### src/rtl/product_accumulator_128_pkg.sv
// ---------------------------------------------------------------------------
// product_accumulator_128_pkg
// Shared definitions for the product accumulator:
//   - default widths (product, job length / beat counter, accumulator)
//   - FSM state encoding used by the top module
// Optional build macro used elsewhere in this slice: PRODUCT_ACC_SATURATE_EN
// ---------------------------------------------------------------------------
package product_accumulator_128_pkg;

    localparam int PROD_W_DEF = 128;
    localparam int LEN_W_DEF  = 16;
    // PROD_W + LEN_W bits can hold the sum of 2^LEN_W-1 full-scale products.
    localparam int ACC_W_DEF  = PROD_W_DEF + LEN_W_DEF;

    typedef enum logic [1:0] {
        IDLE  = 2'd0,
        ACCUM = 2'd1,
        DONE  = 2'd2
    } acc_state_t;

endpackage

### src/rtl/product_accumulator_128_acc_sat_adder.sv
// ---------------------------------------------------------------------------
// product_accumulator_128_acc_sat_adder
// Combinational adder: acc + zero-extended product, with carry-out.
// When PRODUCT_ACC_SATURATE_EN is defined the sum clamps to all ones on
// carry-out; otherwise it wraps modulo 2^ACC_W.
// Ports:
//   acc      in   ACC_W   current accumulator value
//   product  in   PROD_W  unsigned product to add
//   sum      out  ACC_W   new accumulator value (wrapped or clamped)
//   carry    out  1       carry out of bit ACC_W-1
// ---------------------------------------------------------------------------
module product_accumulator_128_acc_sat_adder
    import product_accumulator_128_pkg::*;
#(
    parameter int PROD_W = PROD_W_DEF,
    parameter int ACC_W  = ACC_W_DEF
) (
    input  logic [ACC_W-1:0]  acc,
    input  logic [PROD_W-1:0] product,
    output logic [ACC_W-1:0]  sum,
    output logic              carry
);

    logic [ACC_W-1:0] product_ext;
    logic [ACC_W:0]   raw_sum;

    generate
        if (ACC_W < PROD_W) begin : g_bad_width
            $error("ACC_W must be >= PROD_W");
        end else if (ACC_W > PROD_W) begin : g_ext
            assign product_ext = {{(ACC_W-PROD_W){1'b0}}, product};
        end else begin : g_same
            assign product_ext = product;
        end
    endgenerate

    assign raw_sum = {1'b0, acc} + {1'b0, product_ext};
    assign carry   = raw_sum[ACC_W];

`ifdef PRODUCT_ACC_SATURATE_EN
    // Once clamped, acc is all ones, so any further non-zero add carries
    // again and the value stays pinned at all ones.
    assign sum = carry ? {ACC_W{1'b1}} : raw_sum[ACC_W-1:0];
`else
    assign sum = raw_sum[ACC_W-1:0];
`endif

endmodule

### src/rtl/product_accumulator_128.sv
// ---------------------------------------------------------------------------
// product_accumulator_128
// Sums a programmed number of unsigned products into a wide accumulator and
// presents one result per job with a beat count and sticky overflow flag.
// Build option: PRODUCT_ACC_SATURATE_EN (clamp accumulator on carry-out).
// Ports:
//   clk           in   1       rising-edge clock
//   rst           in   1       synchronous active-high reset
//   start         in   1       job start, honoured only in IDLE
//   len           in   LEN_W   number of products in the job (sampled with start)
//   busy          out  1       state != IDLE
//   in_valid      in   1       product beat valid
//   in_ready      out  1       product accepted (ACCUM state)
//   in_product    in   PROD_W  unsigned product
//   out_valid     out  1       result available (DONE state)
//   out_ready     in   1       consumer takes the result
//   out_sum       out  ACC_W   accumulated sum (registered)
//   out_count     out  LEN_W   products accepted in this job (registered)
//   out_overflow  out  1       sticky carry-out flag (registered)
// ---------------------------------------------------------------------------
module product_accumulator_128
    import product_accumulator_128_pkg::*;
#(
    parameter int PROD_W = PROD_W_DEF,
    parameter int LEN_W  = LEN_W_DEF,
    parameter int ACC_W  = ACC_W_DEF
) (
    input  logic              clk,
    input  logic              rst,
    input  logic              start,
    input  logic [LEN_W-1:0]  len,
    output logic              busy,
    input  logic              in_valid,
    output logic              in_ready,
    input  logic [PROD_W-1:0] in_product,
    output logic              out_valid,
    input  logic              out_ready,
    output logic [ACC_W-1:0]  out_sum,
    output logic [LEN_W-1:0]  out_count,
    output logic              out_overflow
);

    acc_state_t       state_reg, state_next;
    logic [ACC_W-1:0] acc_reg, acc_next;
    logic [LEN_W-1:0] remaining_reg, remaining_next;
    logic [LEN_W-1:0] count_reg, count_next;
    logic             overflow_reg, overflow_next;

    logic [ACC_W-1:0] add_sum;
    logic             add_carry;

    product_accumulator_128_acc_sat_adder #(
        .PROD_W (PROD_W),
        .ACC_W  (ACC_W)
    ) u_adder (
        .acc     (acc_reg),
        .product (in_product),
        .sum     (add_sum),
        .carry   (add_carry)
    );

    always_ff @(posedge clk) begin
        if (rst) begin
            state_reg     <= IDLE;
            acc_reg       <= '0;
            remaining_reg <= '0;
            count_reg     <= '0;
            overflow_reg  <= 1'b0;
        end else begin
            state_reg     <= state_next;
            acc_reg       <= acc_next;
            remaining_reg <= remaining_next;
            count_reg     <= count_next;
            overflow_reg  <= overflow_next;
        end
    end

    always_comb begin
        state_next     = state_reg;
        acc_next       = acc_reg;
        remaining_next = remaining_reg;
        count_next     = count_reg;
        overflow_next  = overflow_reg;
        case (state_reg)
            IDLE: begin
                if (start) begin
                    acc_next       = '0;
                    count_next     = '0;
                    overflow_next  = 1'b0;
                    remaining_next = len;
                    // An empty job goes straight to DONE with sum 0, count 0.
                    state_next     = (len == '0) ? DONE : ACCUM;
                end
            end
            ACCUM: begin
                // in_ready is 1 throughout ACCUM, so in_valid alone is a beat.
                if (in_valid) begin
                    acc_next       = add_sum;
                    overflow_next  = overflow_reg | add_carry;
                    count_next     = count_reg + LEN_W'(1);
                    remaining_next = remaining_reg - LEN_W'(1);
                    if (remaining_reg == LEN_W'(1)) begin
                        state_next = DONE;
                    end
                end
            end
            DONE: begin
                // start here is deliberately ignored, even with the handshake.
                if (out_ready) begin
                    state_next = IDLE;
                end
            end
            default: begin
                state_next = IDLE;
            end
        endcase
    end

    assign busy         = (state_reg != IDLE);
    assign in_ready     = (state_reg == ACCUM);
    assign out_valid    = (state_reg == DONE);
    assign out_sum      = acc_reg;
    assign out_count    = count_reg;
    assign out_overflow = overflow_reg;

endmodule
### config.mk
export PLATFORM = sky130hd
export DESIGN_NAME = product_accumulator_128
export DESIGN_NICKNAME = d
export VERILOG_FILES = /design/src/rtl/product_accumulator_128_pkg.sv /design/src/rtl/product_accumulator_128_acc_sat_adder.sv /design/src/rtl/product_accumulator_128.sv
export SDC_FILE = /design/constraint.sdc
export NUM_CORES = 1
export LEC_CHECK = 0
export CORE_MARGIN = 1.5
export CORE_UTILIZATION = 45
export DETAILED_ROUTE_END_ITERATION = 10
export PLACE_DENSITY = 0.72
export SYNTH_ARGS = -nofsm -noshare
export SYNTH_HDL_FRONTEND = slang
export SYNTH_SLANG_ARGS = --single-unit
### constraint.sdc
create_clock -name clk -period 5.6 [get_ports clk]
set_input_delay 1.68 -clock clk [delete_from_list [all_inputs] [get_ports clk]]
set_output_delay 1.68 -clock clk [all_outputs]
set_load 0.05 [all_outputs]
[Word level (Yosys, flattened, before mapping)]
Cells that the tools add are included.
Storage, ports and cells
  flip-flop bits (word level): 179
  bits in latches: 0
  memory bits (writable): 0
  memory bits (read-only): 0
  input port bits: 149
  output and inout port bits: 164
  word-level logic and storage cells: 40
  memories: 0
Cells by class
  add/subtract/negate cells: 3
  $mul: 0
  divide/modulo/power cells: 0
  order comparisons: 0
  equal/unequal tests: 7
  shift-type cells: 0
  muxes and demuxes: 18
  bitwise gates (word level): 1
  reduce and logical (&&, ||, !) cells: 6
Operators by type and width (number)
  $mux 144: 2
  $pmux 144 s2: 1
  $add 144x128->145: 1
  $mux 16: 4
  $pmux 16 s2: 2
  $add 16x1->16 const B: 1
  $eq 16x1->1 const B: 1
  $logic_not 16->1: 1
  $sub 16x1->16 const B: 1
  $mux 2: 5
  $pmux 2 s3: 1
  $ne 2x1->1 const B: 2
  $ne 2x2->1 const B: 2
  $reduce_and 4->1: 1
  $reduce_bool 2->1: 2
  $reduce_and 3->1: 1
  $eq 2x1->1 const B: 1
  $eq 2x2->1 const B: 1
  $logic_not 2->1: 1
  $mux 1: 2
  $pmux 1 s2: 1
  $or 1x1->1: 1

[Longest topological paths before layout]
  depth in word-level cells: 4
  gate-level depth with buffers: 13
  mapped depth without buffers: 13

[Hierarchy]
Synthesis repeated with hierarchy kept, for this count alone.
Unflattened totals
  cell total of the unflattened synthesis: 2110
  area, all modules: 15392.3 um^2
Modules (own cells, without submodules)
  product_accumulator_128_acc_sat_adder: times used 1, cells each 1379, area an instance 8729.6 um^2, sequential area each 0.0 um^2
  product_accumulator_128: times used 1, cells each 731, area an instance 6662.6 um^2, sequential area each 3583.4 um^2

[Worst setup path after synthesis]
Ideal clock, no wire load.
  path kind: input -> register
  from: input in_product[0]
  to: register acc_reg[80] (netlist: out_sum[80])
  setup time: 0.124 ns
  arrival time: 4.434 ns
  required time: 5.476 ns
  slack: 1.042 ns
  stages: 13
  path buffers: 0
  path through: ha_1 -> fa_1 -> a211oi_1 -> o21bai_1 -> a221oi_2 -> a21oi_1 -> o2111a_1 -> or3_4 -> a21oi_2 -> o21ai_1 -> a31oi_1 -> xor2_1 -> o21ai_1
On the way
  longest elaborated chain between the ends: 3
Ends and longest elaborated chain
  start: declaration: line product_accumulator_128.sv:35  | input logic [PROD_W-1:0] in_product,
  $add 144x128->145: line product_accumulator_128_acc_sat_adder.sv:37  | assign raw_sum = {1'b0, acc} + {1'b0, product_ext};
  $mux 144: line product_accumulator_128.sv:97  | if (in_valid) begin
  $pmux 144 s2: line product_accumulator_128.sv:84  | case (state_reg)
  end signal: assignment: line product_accumulator_128.sv:71  | acc_reg <= acc_next;
  end: declaration: line product_accumulator_128.sv:44  | logic [ACC_W-1:0] acc_reg, acc_next;
No other way between the ends. The select of a mux whose other input is x is not followed.
A chain may end at the register's enable or synchronous reset.

[Worst setup path after layout]
  from: input in_product[35]
  to: register acc_reg[138] (netlist: out_sum[138])
Same word-level chain as after synthesis.

==> results.py <==
metrics = {
    "drt": {
        "drt-initial-drc-count": 1506,
        "antenna_left": 0,
        "via_per_inst": 6.102,
        "drtPass1Iterations": 8,
        "vias": 17213,
        "drt-total-wl_um": 59160,
        "drc": 0,
        "detail_route.wl_per_cell_um": 20.97,
    },
    "outcome": {
        "outcome": "complete, no violations",
    },
    "placement": {
        "dp_hpwl_um": 47010,
        "io_buffers": 312,
        "post-place-ws_ns": 0.1184,
        "gp_congestion": 0.9880,
    },
    "clock_tree": {
        "clk_pin_slew_ns": 0.08,
        "cts_tree": "yes",
        "cts-buffers-inserted": 17,
        "h-tree-depth": 4,
        "clock_path_buffers": 2,
        "clk_latency_ns": 0.47,
        "clkSinkCount": 179,
        "root_buffer": "clkbuf_16",
        "ctsResizeCount": 0,
        "hold_buffers": 0,
        "post_cts_buffers": 0,
    },
    "setup_path": {
        "critPathCaptureType": "register",
        "r2r-start": "out_sum[35]$_SDFFE_PP0P_",
        "critPathMaxFanout": 8,
        "r2r_setup_slack_ns": 1.84,
        "cp-startpoint": "in_product[35]",
        "start_kind": "input pin",
        "setup.worst_path.class": "input pin to register",
        "arrival_ns": 5.45,
        "required_ns": 5.99,
    },
    "timing": {
        "setup_viol": 0,
        "finalCriticalPeriod_ns": 5.062,
        "grt_setup_unrepaired": "no",
        "holdWs_ns": 0.4785,
        "fin_ws_ns": 0.5383,
        "max_slew_margin_pct": 31.70,
        "drv_slew": 0,
        "fin_skew_ns": 0.01639,
        "tightest_slew_ns": 1.025,
        "timing.fmax_mhz": 197.6,
        "hold_viol_final": 0,
        "tns_ns": 0,
        "fin_crit_sh_pct": 90.39,
    },
    "job": {
        "timing.max_cap.violations": 0,
    },
    "worst_hold_path": {
        "hold_path.class": "register to register",
        "min_from": "remaining_reg[14]$_SDFFE_PP0P_",
    },
    "power": {
        "p_leak_nw": 7.556,
        "p_per_area_nw_per_um2": 211.5,
        "finalPower_mw": 4.103,
        "peakVddDrop_mv": 0.2235,
    },
    "grt": {
        "grtUsageTotal_pct": 33.03,
        "grt_pass1_vias": 16090,
        "antenna_found_initial": 1,
        "grt_max_degree": 81,
        "grt_overflow_total": 0,
        "grt_pass1_wl_um": 91850,
    },
    "synth": {
        "synth_area_per_cell_um2": 7.251,
        "ys_seq_area_share_pct": 23.67,
        "synth_edf_count": 0,
        "ys_warn_count": 0,
        "synthFlopType": "dfxtp_1",
        "ys_seq_elements": 179,
        "synthDistinctLibCells": 87,
        "syn_inst": 2088,
        "netlist_area_um2": 15140,
        "async_flop_share_pct": 0,
        "syn_nets": 2369,
    },
    "layout": {
        "synthToLayoutAreaGrowth_pct": 28.13,
        "largest_reg_flops": 144,
        "final_common_cell": "clkdlybuf4s50_1",
        "drive_gt1_share_pct": 5.341,
        "fillerInstances": 3184,
        "seq_area_um2": 3583,
        "num-nets-final": 2646,
        "most-common-layout-cells": "clkdlybuf4s50_1 (311), nand2_1 (272), a21oi_1 (242)",
        "finish.utilization_pct": 59.03,
        "multi_input_area_um2": 11020,
    },
    "floorplan": {
        "num_io_pins": 313,
        "die_x_um": 186.4,
        "core_area_um2": 32870,
        "rows": 66,
        "die_h_um": 186.4,
        "dieArea_um2": 34760,
        "start_util_pct": 46.07,
    },
}
-- layer usage --
layer  up-vias  share of wire (%)  track usage (%)  wire, µm
li1       8206                  -                -         -
met1      8125                 46            47.46     27420
met2       799                 43            50.72     25640
met3        83                7.9            5.247      4652
met4         0                2.5            9.412      1450
met5         -                  0                0         0
-- power breakdown --
group	leakage, nW	internal, mW	switching, mW	total (mW)
clock	0.302	0.653	0.661	1.31
sequential	1.45	1.33	0.0633	1.40
combinational	5.80	0.507	0.886	1.39
total	7.56	2.49	1.61	4.10
-- worst paths after layout --
kind                                          to  depth (start not counted)
setup / recovery       out_sum[138]$_SDFFE_PP0P_                         14
hold / removal    remaining_reg[14]$_SDFFE_PP0P_                          2
setup reg to reg       out_sum[138]$_SDFFE_PP0P_                         13
hold reg to reg   remaining_reg[14]$_SDFFE_PP0P_                          2
-- per-stage QoR --
| step | cell area [µm²] | cells |
|---|---|---|
| after floorplan | 15140 | 2088 |
| after global placement | 18770 | 2788 |
| after detailed placement | 18770 | 2788 |
| after CTS | 19400 | 2820 |
| after global routing | 19400 | 2821 |
| final | 19400 | 2821 |
-- synth_stat cells (4+ instances only) --
| cell type | count | area share, % |
|---|---|---|
| a211oi_1 | 11 | 0.55 |
| a21o_1 | 59 | 2.9 |
| a21oi_1 | 243 | 8.0 |
| a221o_1 | 6 | 0.40 |
| a221oi_1 | 11 | 0.64 |
| a22oi_1 | 67 | 3.3 |
| a31oi_1 | 19 | 0.79 |
| and2_1 | 7 | 0.29 |
| and3_1 | 13 | 0.54 |
| and4_1 | 7 | 0.40 |
| buf_2 | 28 | 0.93 |
| clkbuf_1 | 73 | 1.8 |
| dfxtp_1 | 179 | 24 |
| ha_1 | 131 | 11 |
| inv_1 | 36 | 0.89 |
| nand2_1 | 272 | 6.7 |
| nand2b_1 | 11 | 0.45 |
| nand3_1 | 37 | 1.2 |
| nand4_1 | 72 | 3.0 |
| nor2_1 | 231 | 5.7 |
| nor2b_1 | 8 | 0.33 |
| nor3_1 | 32 | 1.1 |
| nor3_2 | 4 | 0.26 |
| nor4_1 | 19 | 0.79 |
| o211ai_1 | 5 | 0.25 |
| o21a_1 | 17 | 0.84 |
| o21ai_0 | 190 | 6.3 |
| o21ai_1 | 12 | 0.40 |
| o21bai_1 | 28 | 1.4 |
| o221ai_1 | 4 | 0.23 |
| o22ai_1 | 5 | 0.21 |
| o31a_1 | 4 | 0.23 |
| o31ai_1 | 11 | 0.55 |
| or2_2 | 6 | 0.25 |
| or3_1 | 15 | 0.62 |
| xnor2_1 | 68 | 3.9 |
| xor2_1 | 70 | 4.0 |
-- worst max-delay path, cell delays in order --
cell,delay [ns]
clkdlybuf4s50_1,0.42
ha_1,0.43
nand4_1,0.29
nor4_2,0.50
nand3_1,0.13
o22ai_1,0.37
o2111ai_1,0.26
a21oi_1,0.19
nor2_1,0.07
buf_4,0.19
o21ai_4,0.27
nand3_1,0.17
or3_1,0.33
a21oi_1,0.14
-- cells by family (layout without fill, tap and decap cells) --
logic type / after synthesis / after routing / synth area share, %
other cells: 0 / 1 / 0
fa+ha+maj: 132 / 132 / 10.96
mux: 1 / 1 / 0.06611
buf+inv: 139 / 429 / 3.677
xor+xnor: 138 / 138 / 7.983
simple gates: 757 / 757 / 23.10
flops: 179 / 179 / 23.67
compound gates: 742 / 742 / 30.55
-- area by class of cell --
type / count / share of cell area (%)
clock inverter: 15 / 1.038
timing repair buffer: 360 / 17.93
multi-input combinational: 1770 / 56.79
antenna: 1 / 0.01290
clock buffer: 17 / 2.193
inverter: 37 / 0.7159
sequential: 179 / 18.47
tap: 442 / 2.851
No activity file was read; power rests on OpenSTA's default activity.
